--- src/rtl/vend_pkg.sv ---
// Shared types and coin decoding for the vending session controller.
// Money is counted in coin units of 5.
package vend_pkg;

    typedef enum logic [1:0] {
        IDLE    = 2'd0,
        COLLECT = 2'd1,
        VEND    = 2'd2,
        CHANGE  = 2'd3
    } vend_state_t;

    localparam logic [1:0] COIN_NONE = 2'b00;
    localparam logic [1:0] COIN_1    = 2'b01;
    localparam logic [1:0] COIN_2    = 2'b10;
    localparam logic [1:0] COIN_BAD  = 2'b11;

    // Codes 00 and 11 are handshaked like real coins but carry no value.
    function automatic logic [1:0] coin_value(input logic [1:0] code);
        case (code)
            COIN_1:  coin_value = 2'd1;
            COIN_2:  coin_value = 2'd2;
            default: coin_value = 2'd0;
        endcase
    endfunction

endpackage

--- src/rtl/vend_idle_timer.sv ---
// Idle down-counter for COLLECT: reloads on clr, counts while en,
// and flags terminal count once TIMEOUT_CYC-1 idle cycles have elapsed.
module vend_idle_timer #(
    parameter int TIMEOUT_CYC = 1000
) (
    input  logic clk,
    input  logic rst,
    input  logic clr,
    input  logic en,
    output logic tc
);
    localparam int W = (TIMEOUT_CYC > 1) ? $clog2(TIMEOUT_CYC) : 1;
    localparam logic [W-1:0] LOAD = W'(TIMEOUT_CYC - 1);

    logic [W-1:0] cnt;

    always_ff @(posedge clk or negedge rst) begin
        if (!rst) begin
            cnt <= LOAD;
        end else if (clr) begin
            cnt <= LOAD;
        end else if (en && (cnt != '0)) begin
            cnt <= cnt - W'(1);
        end
    end

    assign tc = en && (cnt == '0);

endmodule

--- src/rtl/vend_session_ctrl.sv ---
// Vending session sequencer: collect coins, vend once credit >= PRICE, pay change.
// Optional auto-refund of an idle COLLECT session with macro VEND_TIMEOUT_EN.
//
// state   | meaning
// IDLE    | no credit, ready for coins
// COLLECT | 0 < credit < PRICE, ready for coins or cancel
// VEND    | vend_req high until vend_ack
// CHANGE  | chg_req high, one unit paid per chg_ack until credit is 0
module vend_session_ctrl
    import vend_pkg::*;
#(
    parameter int PRICE       = 3,
    parameter int CREDIT_W    = 3,
    parameter int SALES_W     = 16,
    parameter int TIMEOUT_CYC = 1000
) (
    input  logic                clk,
    input  logic                rst,
    input  logic                coin_valid,
    input  logic [1:0]          coin,
    output logic                coin_ready,
    input  logic                cancel,
    output logic                vend_req,
    input  logic                vend_ack,
    output logic                chg_req,
    input  logic                chg_ack,
    output logic [CREDIT_W-1:0] credit,
    output logic                busy,
    output logic [SALES_W-1:0]  sales_cnt,
    output logic                timeout_evt
);
    if (PRICE < 1 || PRICE > (1 << CREDIT_W) - 2 || TIMEOUT_CYC < 1) begin : g_param_check
        $error("vend_session_ctrl: illegal PRICE/CREDIT_W/TIMEOUT_CYC");
    end

    localparam logic [CREDIT_W-1:0] PRICE_C = CREDIT_W'(PRICE);

    vend_state_t         state, state_n;
    logic [CREDIT_W-1:0] credit_n;
    logic [CREDIT_W-1:0] sum;
    logic                accept;
    logic                sale;
    logic                tmo_hit;

    assign accept = coin_valid && coin_ready;
    assign sum    = credit + CREDIT_W'(coin_value(coin));

`ifdef VEND_TIMEOUT_EN
    vend_idle_timer #(
        .TIMEOUT_CYC (TIMEOUT_CYC)
    ) u_idle_timer (
        .clk (clk),
        .rst (rst),
        .clr (accept || (state != COLLECT)),
        .en  (state == COLLECT),
        .tc  (tmo_hit)
    );
`else
    assign tmo_hit = 1'b0;
`endif

    // coin_ready is registered from the next state so it is low during reset.
    always_ff @(posedge clk or negedge rst) begin
        if (!rst) begin
            state      <= IDLE;
            credit     <= '0;
            sales_cnt  <= '0;
            coin_ready <= 1'b0;
        end else begin
            state      <= state_n;
            credit     <= credit_n;
            coin_ready <= (state_n == IDLE) || (state_n == COLLECT);
            if (sale) begin
                sales_cnt <= sales_cnt + SALES_W'(1);
            end
        end
    end

    always_comb begin
        state_n  = state;
        credit_n = credit;
        sale     = 1'b0;
        case (state)
            IDLE, COLLECT: begin
                if (accept) begin
                    credit_n = sum;
                end
                // A coin arriving with cancel/timeout is added first, then refunded.
                if ((state == COLLECT) && (cancel || tmo_hit)) begin
                    state_n = CHANGE;
                end else if (credit_n >= PRICE_C) begin
                    state_n = VEND;
                end else if (credit_n != '0) begin
                    state_n = COLLECT;
                end
            end
            VEND: begin
                if (vend_ack) begin
                    credit_n = credit - PRICE_C;
                    sale     = 1'b1;
                    state_n  = (credit_n != '0) ? CHANGE : IDLE;
                end
            end
            CHANGE: begin
                if (credit == '0) begin
                    state_n = IDLE;
                end else if (chg_ack) begin
                    credit_n = credit - CREDIT_W'(1);
                    if (credit_n == '0) begin
                        state_n = IDLE;
                    end
                end
            end
            default: state_n = IDLE;
        endcase
    end

    always_comb begin
        vend_req = (state == VEND);
        chg_req  = (state == CHANGE) && (credit != '0);
        busy     = (state == VEND) || (state == CHANGE);
    end

    assign timeout_evt = tmo_hit;

endmodule

--- config.mk ---
export PLATFORM = sky130hd
export DESIGN_NAME = vend_session_ctrl
export DESIGN_NICKNAME = d
export VERILOG_FILES = /design/src/rtl/vend_pkg.sv /design/src/rtl/vend_idle_timer.sv /design/src/rtl/vend_session_ctrl.sv
export SDC_FILE = /design/constraint.sdc
export NUM_CORES = 1
export LEC_CHECK = 0
export ABC_AREA = 1
export CAP_MARGIN = 0
export CELL_PAD_IN_SITES_DETAIL_PLACEMENT = 1
export CELL_PAD_IN_SITES_GLOBAL_PLACEMENT = 1
export CORE_ASPECT_RATIO = 0.7
export CORE_MARGIN = 2
export CORE_UTILIZATION = 40
export CTS_BUF_LIST = sky130_fd_sc_hd__clkbuf_8
export DETAILED_ROUTE_END_ITERATION = 7
export PLACE_DENSITY = 0.91
export SYNTH_ARGS = -nofsm -noshare
export SYNTH_HDL_FRONTEND = slang
export SYNTH_SLANG_ARGS = --single-unit
export TNS_END_PERCENT = 5
--- constraint.sdc ---
create_clock -name clk -period 2.75 [get_ports clk]
set_input_delay 0.275 -clock clk [delete_from_list [all_inputs] [get_ports clk]]
set_output_delay 0.275 -clock clk [all_outputs]
set_load 0.02 [all_outputs]
==> flow_metrics.env, run 1 <==
export IMPL_rsz0062_at_grt="false"
export IMPL_grt_pass1_wl_um=7160
export IMPL_insertion_delay_ns=0.26
export IMPL_yosysUniqueCellTypes=26
export IMPL_routed_via_density=4.90
export IMPL_cts_sinks=22
export IMPL_antenna_found_initial=0
export IMPL_die_area_um2=4300
export IMPL_synth_area_leaders="dfrtp_1 (36%), nand2_1 (20%), inv_1 (7.4%)"
export IMPL_grt_use_total_pct=21.1
export IMPL_place_congestion=0.844
export IMPL_synth_seq_area_share_pct=36.3
export IMPL_cts_resized=0
export IMPL_drcViolationCount=0
export IMPL_critPathMaxFanout=7
export IMPL_critPathArrivalTime_ns=1.99
export IMPL_fillers=462
export IMPL_post_cts_buffers=0
export IMPL_synthArstFlopShare_pct=100
export IMPL_worst_slack_ns=0.487
export IMPL_worst_path_max_delay_cell="clkdlybuf4s50_1"
export IMPL_cts_tree="built"
export IMPL_grt_pass1_vias=1491
export IMPL_rows=18
export IMPL_die_height_um=55.5
export IMPL_layout_drive_gt1_share_pct=5.28
export IMPL_hold_class="input port to asynchronous set/reset pin"
export IMPL_start_kind="flip-flop"
export IMPL_ctsHoldBuffers=0
export IMPL_synth_main_ff_cell="dfrtp_1"
export IMPL_grt_overflow_total=0
export IMPL_slowest_delay_ns=0.63
export IMPL_antenna_left=0
export IMPL_final_nets=264
export IMPL_syn_to_final_growth_pct=26.3
export IMPL_dp_cells=293
export IMPL_p_leak_nw=0.954
export IMPL_fmax_mhz=442
export IMPL_tns_ns=0
export IMPL_fin_crit_sh_pct=82.3
export IMPL_wl_um=4060
export IMPL_crit_type="flip-flop to output pin"
export IMPL_synth_edf_count=0
export IMPL_num_io_pins=32
export IMPL_final_cell_area_um2=1910
export IMPL_num_vias=1450
export IMPL_synth_top_area_share_pct=36.3
export IMPL_finClkSkew_ns=0.00295
export IMPL_cellPowerDensity_nw_per_um2=889
export IMPL_instances_no_fill=296
export IMPL_finalCriticalPeriod_ns=2.26
export IMPL_wire_per_inst_um=13.7
export IMPL_maxSlewViolCount=0
export IMPL_start_util_pct=42.3
export IMPL_avgSynthCellArea_um2=7.08
export IMPL_cts_buffers=3
export IMPL_dpl_cell_area_um2=1870
export IMPL_die_width_um=77.6
export IMPL_firstDrtPassIters=4
export IMPL_fin_hold_ws_ns=0.364
export IMPL_crit_required_ns=2.48
export IMPL_max_vdd_ir_drop_v=0.000532
export IMPL_syn_nets=230
export IMPL_io_buffers=30
export IMPL_ys_ff_latch=22
export IMPL_coreArea_um2=3580
export IMPL_drt_initial_drc_count=103
export IMPL_setup_viol=0
export IMPL_cp_end_kind="output pin"
export IMPL_maxCapViolations=0
export IMPL_pre_cts_slack_ns=0.502
export IMPL_clkTransAtPathRegs_ns=0.08
export IMPL_hold_viol_final=0
export IMPL_r2r_slack_ns=0.85
export IMPL_yosysTopAreaCell="dfrtp_1"
export IMPL_netlist_instances=214
export IMPL_status="complete, no violations"
export IMPL_cts_max_path_buffers=2
export IMPL_grt_max_degree=23
export IMPL_htree_levels=1
export IMPL_yosysWarnings=0
export IMPL_dp_hpwl_um=3230
export IMPL_crit_path_cell_trace="inv_1, ha_1, a21oi_1, clkdlybuf4s50_1"
export IMPL_cts_root_buf="clkbuf_8"
export IMPL_syn_area_um2=1520
export IMPL_insertedDiodeCount=0
## worst paths after layout
kind                                          start                         to  depth (start not counted)
max                           credit[0]$_DFFE_PN0P_                    chg_req                          4
min                                             rst  sales_cnt[10]$_DFFE_PN0P_                          2
max reg2reg                   credit[0]$_DFFE_PN0P_         state[1]$_DFF_PN0_                         10
min reg2reg                sales_cnt[9]$_DFFE_PN0P_   sales_cnt[9]$_DFFE_PN0P_                          1
max in group asynchronous                       rst  sales_cnt[14]$_DFFE_PN0P_                          2
min in group clk           sales_cnt[9]$_DFFE_PN0P_   sales_cnt[9]$_DFFE_PN0P_                          1
## worst max-delay path: cells and delay by family, from the launching register on
kind | cells | cell delay (ns)
AOI/OAI and AO/OA | 1 | 0.19
adders and majority gates | 1 | 0.24
buffers and inverters | 2 | 0.79
DFF | 1 | 0.51
## logic make-up (layout without fill, tap and decap cells)
| family | after synthesis | count (layout) | synth area share [%] |
|---|---|---|---|
| and+or+nand+nor | 124 | 124 | 36.7 |
| other | 1 | 1 | 0.247 |
| adders and majority gates | 8 | 8 | 7.10 |
| AOI/OAI and AO/OA | 16 | 16 | 5.70 |
| xor gates and xnor gates | 9 | 9 | 5.20 |
| DFF | 22 | 22 | 36.3 |
| buffers and inverters | 34 | 66 | 8.75 |
## placed cells by master, fill, tap and decap left out
cell	Yosys	routed
nand4_1	2	2
ha_1	7	7
nor2_8	2	2
a21oi_2	1	1
xor2_1	4	4
nand3_2	1	1
clkbuf_8	0	3
conb_1	1	1
a21oi_1	3	3
buf_4	1	1
nand3b_1	1	1
or2_1	1	1
nor2_1	21	21
o21ai_1	1	1
dfrtp_1	22	22
o21ai_0	10	10
xnor2_1	5	5
nor2_2	1	1
nand3_1	11	11
nor2_4	1	1
inv_1	30	30
clkdlybuf4s50_1	0	30
nand2_8	1	1
nand2_1	82	82
a22oi_1	1	1
inv_2	2	2
fa_1	1	1
## state kept, by name (all words and copies together), names as in the netlist
| name | flops |
|---|---|
| state | 2 |
| credit | 3 |
| sales_cnt | 16 |
| coin_ready | 1 |
## synth_stat cells, types with 2 or more instances
cell and n:
a21oi_1 3, dfrtp_1 22, ha_1 7, inv_1 30, inv_2 2, nand2_1 82, nand3_1 11, nand4_1 2
nor2_1 21, nor2_8 2, o21ai_0 10, xnor2_1 5, xor2_1 4
## power by group
group	total, W	switching [W]	internal [W]
clock	0.000197	0.0000998	0.0000976
sequential	0.000553	0.000142	0.000411
combinational	0.000952	0.000580	0.000372
## routing by layer
layer | track usage [%] | part of all wire [%] | up-vias
met5 | 0 | 0 | -
met4 | 3.83 | 0.66 | 0
met3 | 2.94 | 3.9 | 2
met2 | 31.7 | 44 | 39
met1 | 32.3 | 52 | 697
li1 | - | - | 712
## per-stage QoR
| stage | util (%) | total power (W) |
|---|---|---|
| after floorplan | - | 0.00114 |
| after global placement | 52.3 | 0.00147 |
| after detailed placement | 52.3 | 0.00150 |
| after CTS | 53.5 | 0.00171 |
| after global routing | 53.5 | 0.00188 |
| final | 53.5 | 0.00170 |
## final cells by class
cell class	count	area, µm²	area share, %
tap	50	62.6	3.27
multi-input combinational	158	832	43.5
sequential	22	551	28.8
timing repair buffer	31	308	16.1
inverter	32	120	6.27
clock buffer	3	41.3	2.16
No activity file was read; power rests on OpenSTA's default activity.
==> run 2: changes to the inputs <==
CORE_UTILIZATION = 34   (was 40)
PLACE_DENSITY = 0.83   (was 0.91)
clock period = 1.84 ns   (was 2.75 ns; I/O delays follow)
==> flow_metrics.env, run 2 (synthesized netlist as in run 1, its figures left out) <==
export IMPL_status="complete, no violations"
export IMPL_dp_cells=304
export IMPL_routed_via_density=4.70
export IMPL_grt_use_total_pct=17.9
export IMPL_tns_ns=0
export IMPL_finClkSkew_ns=0.00456
export IMPL_crit_buf_inv=1
export IMPL_cts_root_buf="clkbuf_8"
export IMPL_crit_type="flip-flop to flip-flop"
export IMPL_final_cell_mix="nand2_1 (80), inv_1 (29), clkdlybuf4s50_1 (26)"
export IMPL_instances_no_fill=308
export IMPL_grt_pass1_wl_um=7020
export IMPL_fin_crit_sh_pct=93.0
export IMPL_crit_required_ns=2.05
export IMPL_layout_commonest_cell="nand2_1"
export IMPL_wl_um=4140
export IMPL_grt_overflow_total=0
export IMPL_max_vdd_ir_drop_v=0.000686
export IMPL_rows=20
export IMPL_cts_tree="built"
export IMPL_antenna_left=0
export IMPL_cp_end_kind="flip-flop"
export IMPL_io_buffers=30
export IMPL_critPathMaxFanout=4
export IMPL_largest_reg_flops=16
export IMPL_critPathArrivalTime_ns=1.92
export IMPL_hold_viol_final=0
export IMPL_grt_pass1_vias=1455
export IMPL_insertion_delay_ns=0.26
export IMPL_cts_max_path_buffers=2
export IMPL_firstDrtPassIters=4
export IMPL_hold_class="input port to asynchronous set/reset pin"
export IMPL_grt_max_degree=23
export IMPL_dp_hpwl_um=3330
export IMPL_regMostFlops="sales_cnt"
export IMPL_syn_to_final_growth_pct=31.9
export IMPL_num_io_pins=32
export IMPL_drt_initial_drc_count=95
export IMPL_coreArea_um2=4300
export IMPL_num_vias=1449
export IMPL_die_area_um2=5010
export IMPL_die_width_um=83.8
export IMPL_layout_drive_gt1_share_pct=9.88
export IMPL_crit_path_cell_trace="ha_2, inv_1, fa_1, o21ai_1, nand2_2, nor2_1, o21ai_0, nand2_1"
export IMPL_slowest_delay_ns=0.42
export IMPL_p_total_w=0.00270
export IMPL_setup_viol=0
export IMPL_utilization_pct=46.4
export IMPL_p_leak_nw=1.02
export IMPL_antenna_found_initial=0
export IMPL_start_kind="flip-flop"
export IMPL_rsz0062_at_grt="true"
export IMPL_worst_path_max_delay_cell="dfrtp_1"
export IMPL_cp_top_family="adder cells"
export IMPL_place_congestion=0.809
export IMPL_cellPowerDensity_nw_per_um2=1350
export IMPL_finalCriticalPeriod_ns=1.71
export IMPL_clkTransAtPathRegs_ns=0.08
export IMPL_fmax_mhz=584
export IMPL_maxSlewViolCount=0
export IMPL_htree_levels=1
export IMPL_top_regs="sales_cnt: 16 flops, credit: 3 flops, state: 2 flops"
export IMPL_die_height_um=59.9
export IMPL_final_cell_area_um2=2000
export IMPL_cts_buffers=3
export IMPL_ctsHoldBuffers=0
export IMPL_dpl_cell_area_um2=1920
export IMPL_cts_sinks=22
export IMPL_start_util_pct=35.2
export IMPL_post_cts_buffers=0
export IMPL_drcViolationCount=0
export IMPL_insertedDiodeCount=0
export IMPL_final_nets=270
export IMPL_wire_per_inst_um=13.5
export IMPL_maxCapViolations=0
run 2: path summary, 6_finish.rpt:
| check | depth (start not counted) | startpoint | to | slack (ns) |
|---|---|---|---|---|
| min reg2reg | 1 | sales_cnt[9]$_DFFE_PN0P_ | sales_cnt[9]$_DFFE_PN0P_ | 0.53 |
| max in group asynchronous | 2 | rst | sales_cnt[2]$_DFFE_PN0P_ | 1.33 |
| max reg2reg | 8 | credit[0]$_DFFE_PN0P_ | credit[2]$_DFFE_PN0P_ | 0.13 |
| max | 8 | credit[0]$_DFFE_PN0P_ | credit[2]$_DFFE_PN0P_ | 0.13 |
| min | 2 | rst | sales_cnt[10]$_DFFE_PN0P_ | 0.27 |
| min in group clk | 1 | sales_cnt[9]$_DFFE_PN0P_ | sales_cnt[9]$_DFFE_PN0P_ | 0.53 |
run 2: final cells by class:
cell class / count / area, µm²
Fill cell: 564 / 2310
Sequential cell: 22 / 551
Clock buffer: 4 / 55.1
Inverter: 32 / 120
Tap cell: 55 / 68.8
Timing Repair Buffer: 37 / 359
Multi-Input combinational cell: 158 / 845
run 2: stage by stage:
step                hold slack, ns  setup WS (ns)
global route                 0.302        -0.0136
floorplan                   -0.112         0.0625
global placement             0.513         -0.173
CTS                          0.280         0.0264
finish                       0.270          0.129
detailed placement           0.520         -0.234
run 2: metal layers:
| layer | share of wire, % | wire (µm) | up-vias | GRT usage [%] |
|---|---|---|---|---|
| li1 | - | - | 731 | - |
| met5 | 0 | 0 | - | 0 |
| met4 | 0.58 | 24 | 0 | 3.46 |
| met1 | 53 | 2190 | 696 | 26.3 |
| met2 | 44 | 1830 | 20 | 27.7 |
| met3 | 2.6 | 106 | 2 | 3.45 |
run 2: timing repair:
action | in CTS | in global routing
endpoints found under the setup margin | 1 | 6
gates resized for setup | 1 | 9
pin swaps | 0 | 6
run 2: power by group:
part / switching, W / internal (W) / leakage (nW)
Sequential: 0.000180 / 0.000614 / 0.287
Combinational: 0.000923 / 0.000633 / 0.707
Clock: 0.000162 / 0.000191 / 0.0288
==> run 3: changes to the inputs <==
SETUP_SLACK_MARGIN = 0.3   (was unset)
==> flow_metrics.env, run 3 (synthesized netlist as in run 1, its figures left out) <==
export IMPL_syn_to_final_growth_pct=32.8
export IMPL_start_kind="flip-flop"
export IMPL_antenna_found_initial=0
export IMPL_hold_viol_final=0
export IMPL_register_area_um2=553
export IMPL_pre_cts_slack_ns=-0.352
export IMPL_dp_hpwl_um=3390
export IMPL_finalCriticalPeriod_ns=1.67
export IMPL_wl_um=4100
export IMPL_final_nets=271
export IMPL_p_leak_nw=1.01
export IMPL_io_buffers=30
export IMPL_multi_input_area_um2=870
export IMPL_crit_type="flip-flop to output pin"
export IMPL_final_cell_area_um2=2010
export IMPL_cts_tree="built"
export IMPL_drt_initial_drc_count=55
export IMPL_tns_ns=0
export IMPL_largest_reg_flops=16
export IMPL_status="complete, no violations"
export IMPL_num_io_pins=32
export IMPL_cts_max_path_buffers=2
export IMPL_cts_root_buf="clkbuf_8"
export IMPL_layout_drive_gt1_share_pct=12.2
export IMPL_fmax_mhz=599
export IMPL_finClkSkew_ns=0.00374
export IMPL_grt_pass1_wl_um=6890
export IMPL_top_regs="sales_cnt: 16 flops, credit: 3 flops, state: 2 flops"
export IMPL_antenna_left=0
export IMPL_cts_buffers=3
export IMPL_fin_hold_ws_ns=0.276
export IMPL_place_congestion=0.812
export IMPL_p_sw_share_pct=47.8
export IMPL_clock_power_share_pct=11.5
export IMPL_wire_per_inst_um=13.3
export IMPL_critPathArrivalTime_ns=1.49
export IMPL_intPower_w=0.00142
export IMPL_r2r_slack_ns=0.18
export IMPL_cts_sinks=22
export IMPL_grt_pass1_vias=1439
export IMPL_cellPowerDensity_nw_per_um2=1350
export IMPL_routed_via_density=4.67
export IMPL_start_util_pct=35.2
export IMPL_die_height_um=59.9
export IMPL_worst_slack_ns=0.171
export IMPL_grt_use_total_pct=17.5
export IMPL_die_width_um=83.8
export IMPL_dpl_cell_area_um2=1940
export IMPL_insertion_delay_ns=0.26
export IMPL_htree_levels=1
export IMPL_rsz0062_at_grt="true"
export IMPL_max_vdd_ir_drop_v=0.000672
export IMPL_coreArea_um2=4300
export IMPL_maxCapViolations=0
export IMPL_power_switching_w=0.00130
export IMPL_grt_max_degree=23
export IMPL_utilization_pct=46.7
export IMPL_setup_viol=0
export IMPL_insertedDiodeCount=0
export IMPL_fin_crit_sh_pct=90.7
export IMPL_firstDrtPassIters=4
export IMPL_rows=20
export IMPL_seqPwrFrac_pct=29.6
export IMPL_die_area_um2=5010
export IMPL_layout_commonest_cell="nand2_1"
export IMPL_num_vias=1442
export IMPL_cp_end_kind="output pin"
export IMPL_drcViolationCount=0
export IMPL_combinationalPowerShare_pct=58.9
export IMPL_maxSlewViolCount=0
export IMPL_fillers=566
export IMPL_crit_required_ns=1.66
export IMPL_grt_overflow_total=0
export IMPL_critPathMaxFanout=5
export IMPL_final_cell_mix="nand2_1 (79), inv_1 (30), clkdlybuf4s50_1 (26)"
export IMPL_hold_class="input port to asynchronous set/reset pin"
export IMPL_regMostFlops="sales_cnt"
export IMPL_clkTransAtPathRegs_ns=0.08
-- run 3: critical path, stage by stage (launching register included) --
cell	delay, ns
dfrtp_1	0.45
buf_4	0.17
clkdlybuf4s50_1	0.60
-- run 3: stage by stage --
| step | std cells | total power, W |
|---|---|---|
| 6_report | 309 | 0.00271 |
| 5_1_grt | 309 | 0.00296 |
| 4_1_cts | 308 | 0.00269 |
| 3_5_place_dp | 304 | 0.00237 |
| 3_3_place_gp | 304 | 0.00231 |
| 2_1_floorplan | 214 | 0.00171 |
-- run 3: layout make-up --
type	count	share of cell area, %
repair buffers	38	17.7
well taps	55	3.42
clock buffers	3	2.05
flip-flops and latches	22	27.5
multi-input cells	158	43.2
inverters	32	5.97
clock inverters	1	0.187
-- run 3: path summary, 6_finish.rpt --
kind,start,cells after the start,endpoint
min,rst,2,sales_cnt[10]$_DFFE_PN0P_
min reg2reg,sales_cnt[8]$_DFFE_PN0P_,1,sales_cnt[8]$_DFFE_PN0P_
max,state[1]$_DFF_PN0_,2,busy
min in group clk,sales_cnt[8]$_DFFE_PN0P_,1,sales_cnt[8]$_DFFE_PN0P_
max in group asynchronous,rst,2,credit[1]$_DFFE_PN0P_
max reg2reg,credit[0]$_DFFE_PN0P_,9,state[0]$_DFF_PN0_
-- run 3: metal layers --
metal / vias to the layer above / wire length [µm] / track usage [%] / part of all wire (%)
met5: - / 0 / 0 / 0
met4: 0 / 0 / 2.53 / 0
met3: 0 / 71 / 3.04 / 1.7
met2: 17 / 1840 / 27.9 / 45
met1: 692 / 2190 / 25.7 / 53
li1: 733 / - / - / -
-- run 3: what timing repair did --
| item | in CTS | in global routing |
|---|---|---|
| cloned | 0 | 0 |
| buffers inserted | 0 | 1 |
| setup endpoints to repair | 12 | 24 |
| hold buffers | 0 | 0 |
| gates resized for setup | 8 | 7 |
| pin swaps | 4 | 3 |
-- run 3: power by group through the flow --
stage	clock network (W)	registers, W	logic, W
after floorplan	0	0.000912	0.000802
after global placement	0	0.000811	0.00150
after detailed placement	0	0.000818	0.00155
after CTS	0.000326	0.000812	0.00155
after global routing	0.000347	0.000831	0.00178
final	0.000311	0.000804	0.00160
